--- src/rtl/norm_shf_74_pkg.sv ---
// ---------------------------------------------------------------------------
// norm_shf_74_pkg
// Shared widths, the exponent floor, and the stage-1 shift clamp helper for
// the FMA post-add normalizer (norm_shf_74) and its leading-zero counter.
// ---------------------------------------------------------------------------
package norm_shf_74_pkg;

    localparam int SUM_W    = 74;
    localparam int FRAC_W   = 26;
    localparam int EXP_W    = 10;
    localparam int LZC_W    = 7;
    localparam int EXP_MIN  = 1;

    // Bits of the shifted sum that fall below the round bit.
    localparam int STICKY_W = SUM_W - FRAC_W;

    localparam logic signed [EXP_W-1:0] EXP_MIN_S = EXP_W'(EXP_MIN);
    localparam logic signed [EXP_W:0]   EXP_MIN_X = (EXP_W+1)'(EXP_MIN);

    typedef struct packed {
        logic [LZC_W-1:0] lzc;
        logic [LZC_W-1:0] shift;
        logic             tiny;
    } clamp_t;

    // Pick the left-shift amount so the result exponent never drops below
    // EXP_MIN. A zero sum always gets shift 0 / tiny 0.
    function automatic clamp_t calc_clamp(input logic [EXP_W-1:0] e,
                                          input logic [LZC_W-1:0] lzc,
                                          input logic             zero);
        clamp_t c;
        logic signed [EXP_W:0] headroom;
        headroom = $signed({e[EXP_W-1], e}) -
                   $signed({{(EXP_W+1-LZC_W){1'b0}}, lzc});
        c.lzc   = lzc;
        c.shift = '0;
        c.tiny  = 1'b0;
        if (!zero) begin
            if ($signed(e) < EXP_MIN_S) begin
                c.tiny = 1'b1;
            end else if (headroom < EXP_MIN_X) begin
                // e is in 1..lzc here, so e-1 fits the shift width.
                c.shift = LZC_W'(e - EXP_W'(EXP_MIN));
                c.tiny  = 1'b1;
            end else begin
                c.shift = lzc;
            end
        end
        return c;
    endfunction

endpackage

--- src/rtl/norm_shf_74_lzc.sv ---
// ---------------------------------------------------------------------------
// lzc_74
// Combinational leading-zero counter for the 74-bit normalizer input.
//   sum      : value to scan, bit 73 is the MSB
//   lzc      : number of leading zeros, 0..74 (74 when sum is zero)
//   all_zero : sum is all-zero
// ---------------------------------------------------------------------------
module lzc_74
    import norm_shf_74_pkg::*;
(
    input  logic [SUM_W-1:0] sum,
    output logic [LZC_W-1:0] lzc,
    output logic             all_zero
);

    // Scanning upward lets the highest set bit win the last assignment.
    always_comb begin
        lzc = LZC_W'(SUM_W);
        for (int i = 0; i < SUM_W; i++) begin
            if (sum[i]) begin
                lzc = LZC_W'(SUM_W - 1 - i);
            end
        end
    end

    assign all_zero = ~|sum;

endmodule

--- src/rtl/norm_shf_74.sv ---
// ---------------------------------------------------------------------------
// norm_shf_74
// Two-stage normalizer for the FMA sum magnitude.
//   Stage 1: leading-zero count and exponent-floor clamp of the shift.
//   Stage 2: 7-level log left shifter, exponent subtract, sticky OR.
// Global stall (out_valid & ~out_ready) freezes both stages.
//
// Ports:
//   clk, rst      : clock, asynchronous active-high reset
//   in_valid/ready: input handshake (in_ready = ~stall)
//   sum, sum_exp  : 74-bit magnitude, signed exponent of sum[73]
//   out_valid/ready: output handshake
//   norm_frac     : 24-bit fraction plus guard and round
//   norm_sticky   : OR of bits below round
//   norm_exp      : signed exponent of norm_frac[25]
//   norm_zero     : input sum was zero
//   norm_tiny     : shift limited by the exponent floor
//
// Build option: define NORM_STICKY_EN to generate norm_sticky; otherwise it
// is tied low and no sticky reduction is built.
// ---------------------------------------------------------------------------
module norm_shf_74
    import norm_shf_74_pkg::*;
(
    input  logic              clk,
    input  logic              rst,
    input  logic              in_valid,
    output logic              in_ready,
    input  logic [SUM_W-1:0]  sum,
    input  logic [EXP_W-1:0]  sum_exp,
    output logic              out_valid,
    input  logic              out_ready,
    output logic [FRAC_W-1:0] norm_frac,
    output logic              norm_sticky,
    output logic [EXP_W-1:0]  norm_exp,
    output logic              norm_zero,
    output logic              norm_tiny
);

    logic stall;
    logic accept;

    assign stall    = out_valid & ~out_ready;
    assign in_ready = ~stall;
    assign accept   = in_valid & in_ready;

    // ---------------- stage 1 ----------------
    logic [LZC_W-1:0] lzc_c;
    logic             zero_c;
    clamp_t           clamp_c;

    lzc_74 u_lzc (
        .sum      (sum),
        .lzc      (lzc_c),
        .all_zero (zero_c)
    );

    assign clamp_c = calc_clamp(sum_exp, lzc_c, zero_c);

    logic             s1_valid;
    logic [SUM_W-1:0] s1_sum;
    logic [EXP_W-1:0] s1_exp;
    clamp_t           s1_clamp;

    always_ff @(posedge clk or posedge rst) begin
        if (rst) begin
            s1_valid <= 1'b0;
            s1_sum   <= '0;
            s1_exp   <= '0;
            s1_clamp <= '0;
        end else if (!stall) begin
            s1_valid <= in_valid;
            if (accept) begin
                s1_sum   <= sum;
                s1_exp   <= sum_exp;
                s1_clamp <= clamp_c;
            end
        end
    end

    // ---------------- stage 2 ----------------
    logic [SUM_W-1:0] lvl [LZC_W+1];

    assign lvl[0] = s1_sum;
    for (genvar k = 0; k < LZC_W; k++) begin : g_shf
        assign lvl[k+1] = s1_clamp.shift[k] ? (lvl[k] << (2**k)) : lvl[k];
    end

    logic [SUM_W-1:0]  shifted;
    logic [FRAC_W-1:0] frac_c;
    logic [EXP_W-1:0]  exp_c;
    logic              s1_zero;

    assign shifted = lvl[LZC_W];
    assign frac_c  = shifted[SUM_W-1 -: FRAC_W];
    // Only a zero sum produces the out-of-range count.
    assign s1_zero = (s1_clamp.lzc == LZC_W'(SUM_W));
    assign exp_c   = s1_zero ? '0
                   : s1_exp - {{(EXP_W-LZC_W){1'b0}}, s1_clamp.shift};

    always_ff @(posedge clk or posedge rst) begin
        if (rst) begin
            out_valid <= 1'b0;
            norm_frac <= '0;
            norm_exp  <= '0;
            norm_zero <= 1'b0;
            norm_tiny <= 1'b0;
        end else if (!stall) begin
            out_valid <= s1_valid;
            if (s1_valid) begin
                norm_frac <= frac_c;
                norm_exp  <= exp_c;
                norm_zero <= s1_zero;
                norm_tiny <= s1_clamp.tiny;
            end
        end
    end

`ifdef NORM_STICKY_EN
    logic sticky_c;
    assign sticky_c = |shifted[STICKY_W-1:0];

    always_ff @(posedge clk or posedge rst) begin
        if (rst) begin
            norm_sticky <= 1'b0;
        end else if (!stall && s1_valid) begin
            norm_sticky <= sticky_c;
        end
    end
`else
    logic [STICKY_W-1:0] sticky_bits_unused;
    assign sticky_bits_unused = shifted[STICKY_W-1:0];
    assign norm_sticky        = 1'b0;
`endif

endmodule
--- config.mk ---
export PLATFORM = sky130hd
export DESIGN_NAME = norm_shf_74
export DESIGN_NICKNAME = d
export VERILOG_FILES = /design/src/rtl/norm_shf_74_pkg.sv /design/src/rtl/norm_shf_74_lzc.sv /design/src/rtl/norm_shf_74.sv
export SDC_FILE = /design/constraint.sdc
export NUM_CORES = 1
export LEC_CHECK = 0
export BUFFER_PORTS_ARGS = -buffer_cell sky130_fd_sc_hd__buf_2
export CAP_MARGIN = 20
export CORE_ASPECT_RATIO = 1.75
export CORE_MARGIN = 3
export CORE_UTILIZATION = 60
export DETAILED_ROUTE_END_ITERATION = 6
export GPL_TIMING_DRIVEN = 0
export MAX_ROUTING_LAYER = met4
export PLACE_DENSITY = 0.81
export SYNTH_ARGS = -nofsm -noshare
export SYNTH_HDL_FRONTEND = slang
export SYNTH_HIERARCHICAL = 1
export SYNTH_SLANG_ARGS = --single-unit
--- constraint.sdc ---
create_clock -name clk -period 12.5 [get_ports clk]
set_input_delay 1.875 -clock clk [delete_from_list [all_inputs] [get_ports clk]]
set_output_delay 1.875 -clock clk [all_outputs]
set_load 0.005 [all_outputs]
Word level (Yosys, flattened, before mapping)
Cells that the tools add are included.
- $add $sub $neg: 3
- order comparisons: 2
- eq/ne operators: 1
- muxes and demuxes: 87
- bitwise operators: 4
- reductions and logical operators: 3
- operator list (operator ; number):
    two-way mux 74 bit ; 7
    two-way mux 7 bit ; 66
    OR reduction 74 bit ; 1
    two-way mux 4 bit ; 8
    less-than comparator 11 x 2 -> 1 bit, second input constant ; 1
    subtractor 10 x 8 -> 11 bit ; 1
    less-than comparator 10 x 2 -> 1 bit, second input constant ; 1
    two-way mux 10 bit ; 1
    subtractor 10 x 7 -> 10 bit ; 1
    two-way mux 8 bit ; 1
    == test 7 bit, second input constant ; 1
    subtractor 7 x 1 -> 7 bit, second input constant ; 1
    two-way mux 2 bit ; 2
    AND reduction 2 bit ; 2
    AND 1 bit ; 2
    two-way mux 1 bit ; 2
    NOT 1 bit ; 2
- register bits: 139
- output and inout bits: 41
- logic and storage cells: 111

Logic depth before layout (Yosys ltp)
- depth after elaboration: 79
- mapped depth: 16

Hierarchy
The synthesis kept the hierarchy.
- by module, submodules not included (module ; times used ; cells an instance ; area an instance (um2)):
    norm_shf_74 ; 1 ; 1073 ; 10588.9
    lzc_74 ; 1 ; 164 ; 945.9

Worst setup path before layout
No wires, ideal clock.
- kind: input to register
- start: input port sum[9]
- end: register s1_clamp[5] in the netlist's numbering
- setup time: 126 ps
- arrival time: 5367 ps
- setup slack: 7008 ps
- cell stages on the path: 15
- buffers on the path: 0
- cell sequence: nor4_2 -> o31a_1 -> o41ai_1 -> a311oi_1 -> o211ai_1 -> a2111oi_2 -> inv_1 -> fa_1 -> a211o_1 -> o21ai_0 -> mux2_2 -> nor3_1 -> a41oi_1 -> o21a_1 -> a221o_1
- RTL lines (item ; RTL line ; text):
    start: declaration ; norm_shf_74.sv:29 ; input logic [SUM_W-1:0] sum,
    end signal: assignment ; norm_shf_74.sv:76 ; s1_clamp <= clamp_c;
    end: declaration ; norm_shf_74.sv:63 ; clamp_t s1_clamp;

==> out/metrics.json <==
{
  "final_max_slew_viol_count": 0,
  "path_max_fanout": 7,
  "netlist-cell-type-count": 80,
  "port_buffers": 126,
  "endpoint_kind": "register",
  "postLayoutCoreUtil_pct": 69.6,
  "power.ir.vdd_worst_mv": 0.135,
  "violations_in_the_final_reports": "DRC",
  "post_cts.resized_instances": 0,
  "achievable-frequency_ghz": 0.142,
  "setup-tns-final_ns": 0,
  "design.final.nets": 1490,
  "clk-insertion-delay-late_ns": 0.46,
  "start_kind": "input pin",
  "number_of_flops_mapped_to_enable_cells_by_yosys": 0,
  "timing.hold.ws_ns": 0.474,
  "number_of_antenna_violations_at_the_first_check_in_global_routing": 2,
  "cap_violations": 0,
  "final_cell_mix": "nand2_1 (185), buf_2 (142), dfrtp_1 (139)",
  "drt-pass1-iter-count": 7,
  "die_w_microns": 111,
  "timing_worst_slew_pin_value_ns": 1.23,
  "place.gp.congestion": 1.16,
  "numCtsBuffers": 17,
  "via_count_of_the_first_global_routing_pass": 12700,
  "routedWlPerCell_microns": 32.9,
  "clockBufferDepth": 2,
  "die_area_sq_um": 21000,
  "core_area_sq_um": 18700,
  "hold_viol_final": 0,
  "placement.cell_area_sq_um": 12500,
  "hpwlAfterDp_mm": 39.8,
  "cts_setup_buffers": 0,
  "drtIter0Drc": 2030,
  "worst_slew_margin_rel_pct": 16.8,
  "clock_sink_count": 139,
  "postSynth.asyncResetShare_pct": 100,
  "area_growth_syn_to_layout_pct": 13.2,
  "area_of_the_mapped_netlist_sq_um": 11500,
  "totalWireLength_mm": 53.7,
  "grt_pass1_wl_mm": 79.5,
  "start_util_pct": 61.5,
  "via_count": 12500,
  "fin_total_pwr_mw": 2.05,
  "crit_arrival_ns": 7.40,
  "worst-endpoint-required_ns": 12.88,
  "critical_path_class": "input pin to register",
  "overflow": 0,
  "power.density_nw_per_um2": 157,
  "clock-root-buffer": "clkbuf_16",
  "viasPerCell": 7.63,
  "design_area_sq_um": 13100,
  "grt_max_degree": 107,
  "timing.final.setup_violations": 0,
  "drc": 22,
  "die_y_microns": 189,
  "holdCritPathClass": "register to register",
  "io_pins": 129,
  "path_clk_slew_ns": 0.06,
  "floorplan.rows": 66,
  "final.period_utilization_pct": 56.1,
  "tritoncts": "done",
  "synth.net_count": 1342,
  "ys.flop_type": "dfrtp_1",
  "result_of_the_run": "finished with violations",
  "cts_hold_repair.buffers": 0,
  "synthCells": 1237,
  "power.static_leakage_nw": 5.40,
  "fin_crit_ns": 7.02,
  "htree_num_levels": 4,
  "postSynthAreaPerCell_sq_um": 9.32,
  "ys_ff_latch": 139,
  "postRouteAntennaNets": 0,
  "total_global_route_track_usage_pct": 52.5,
  "final_worst_clock_skew_ns": 0.0128,
  "final_common_cell": "nand2_1",
  "seq_total_area_yosys_pct": 30.2,
  "synthesis.yosys.warnings": 6,
  "rsz_0062_raised_after_global_routing": "no",
  "post_route_cells_drive_above_1_share_pct": 27.4
}
-- cell families (layout without fill, tap and decap cells) --
group	Yosys count	count (layout)	share of synthesized area (%)
compound gates	290	290	16.9
xor+xnor	14	14	1.06
fa+ha+maj	17	17	1.97
buf+inv	121	280	4.91
flops	139	139	30.2
mux	231	231	28.4
other cells	1	3	0.0325
simple gates	424	424	16.6
-- through the flow --
| step | setup slack [ns] | std cells |
|---|---|---|
| after floorplan | 6.90 | 1237 |
| after global placement | 5.64 | 1601 |
| after detailed placement | 5.68 | 1603 |
| after CTS | 6.01 | 1633 |
| after global routing | 5.38 | 1636 |
| final | 5.48 | 1636 |
-- cell usage after synthesis, drive strengths merged, types with 4 or more instances --
library cell,n,area (sq um)
a221oi,9,78.8
buf,41,267
clkbuf,40,150
mux2,108,1220
xor2,8,70.1
o21a,4,30.0
a22oi,10,75.1
o31a,6,52.6
o311ai,4,35.0
a211oi,8,60.1
a211o,4,35.0
nand2b,11,68.8
nand3,19,95.1
and3,10,62.6
o221ai,8,70.1
nor2b,7,46.3
or3,5,31.3
a2111oi,5,56.3
o22ai,4,25.0
nor2,103,389
a31oi,19,119
a21o,6,45.0
a21oi,69,345
and2,7,43.8
o211ai,21,158
a221o,10,100
nor3,34,170
mux4,66,1490
dfrtp,139,3480
a32o,4,40.0
nor4,27,175
xnor2,6,52.6
a21boi,4,30.0
inv,38,143
mux2i,57,571
nand2,185,694
ha,15,188
o21ai,65,325
-- final timing paths --
kind | depth (start not counted) | slack [ns] | end | startpoint
setup / recovery | 16 | 5.48 | s1_clamp[7]$_DFFE_PP0P_ | sum[9]
max in group asynchronous | 3 | 10.23 | s1_sum[73]$_DFFE_PP0P_ | rst
hold reg to reg | 2 | 0.47 | norm_frac[1]$_DFFE_PP0P_ | norm_frac[1]$_DFFE_PP0P_
setup reg to reg | 7 | 8.09 | norm_frac[10]$_DFFE_PP0P_ | s1_clamp[3]$_DFFE_PP0P_
hold / removal | 2 | 0.47 | norm_frac[1]$_DFFE_PP0P_ | norm_frac[1]$_DFFE_PP0P_
min in group asynchronous | 2 | 1.41 | norm_frac[8]$_DFFE_PP0P_ | rst
-- registers in the layout, indices dropped and copies added, names as in the netlist --
name       cells
s1_sum        74
norm_frac     26
s1_clamp      15
norm_exp      10
s1_exp        10
norm_tiny      1
norm_zero      1
out_valid      1
s1_valid       1
-- final cells by class --
cell class / instances / area (sq um)
Buffer: 81 / 417
Fill cell: 1322 / 5690
Multi-Input combinational cell: 977 / 7490
Clock buffer: 19 / 443
Clock inverter: 11 / 97.6
Antenna cell: 2 / 5.00
Sequential cell: 139 / 3480
Inverter: 40 / 155
Tap cell: 238 / 298
Timing Repair Buffer: 129 / 671
-- per-layer routing --
metal / global-route usage, % / share of wire [%] / vias to the layer above
met5: - / 0 / -
met4: 48.4 / 13 / 0
li1: - / - / 4967
met3: 16.8 / 11 / 540
met1: 52.5 / 30 / 5680
met2: 80.7 / 45 / 1302
-- where the power goes --
| part | total [mW] | internal, mW | switching, mW |
|---|---|---|---|
| clock network | 0.489 | 0.275 | 0.214 |
| logic | 0.884 | 0.361 | 0.523 |
| registers | 0.681 | 0.553 | 0.128 |
| total | 2.05 | 1.19 | 0.865 |
-- critical path: stages --
cell and delay, ns:
buf_2 0.14, nor4_2 0.27, o31a_1 0.20, o41ai_1 0.09, a311oi_1 0.52, o211ai_1 0.27, a2111oi_2 1.02, inv_1 0.30
fa_1 0.51, a211o_1 0.29, o21ai_0 0.10, mux2_2 0.36, nor3_1 0.19, a41oi_1 0.39, nor3_1 0.59, a221o_1 0.25
No activity file was read; power rests on OpenSTA's default activity.
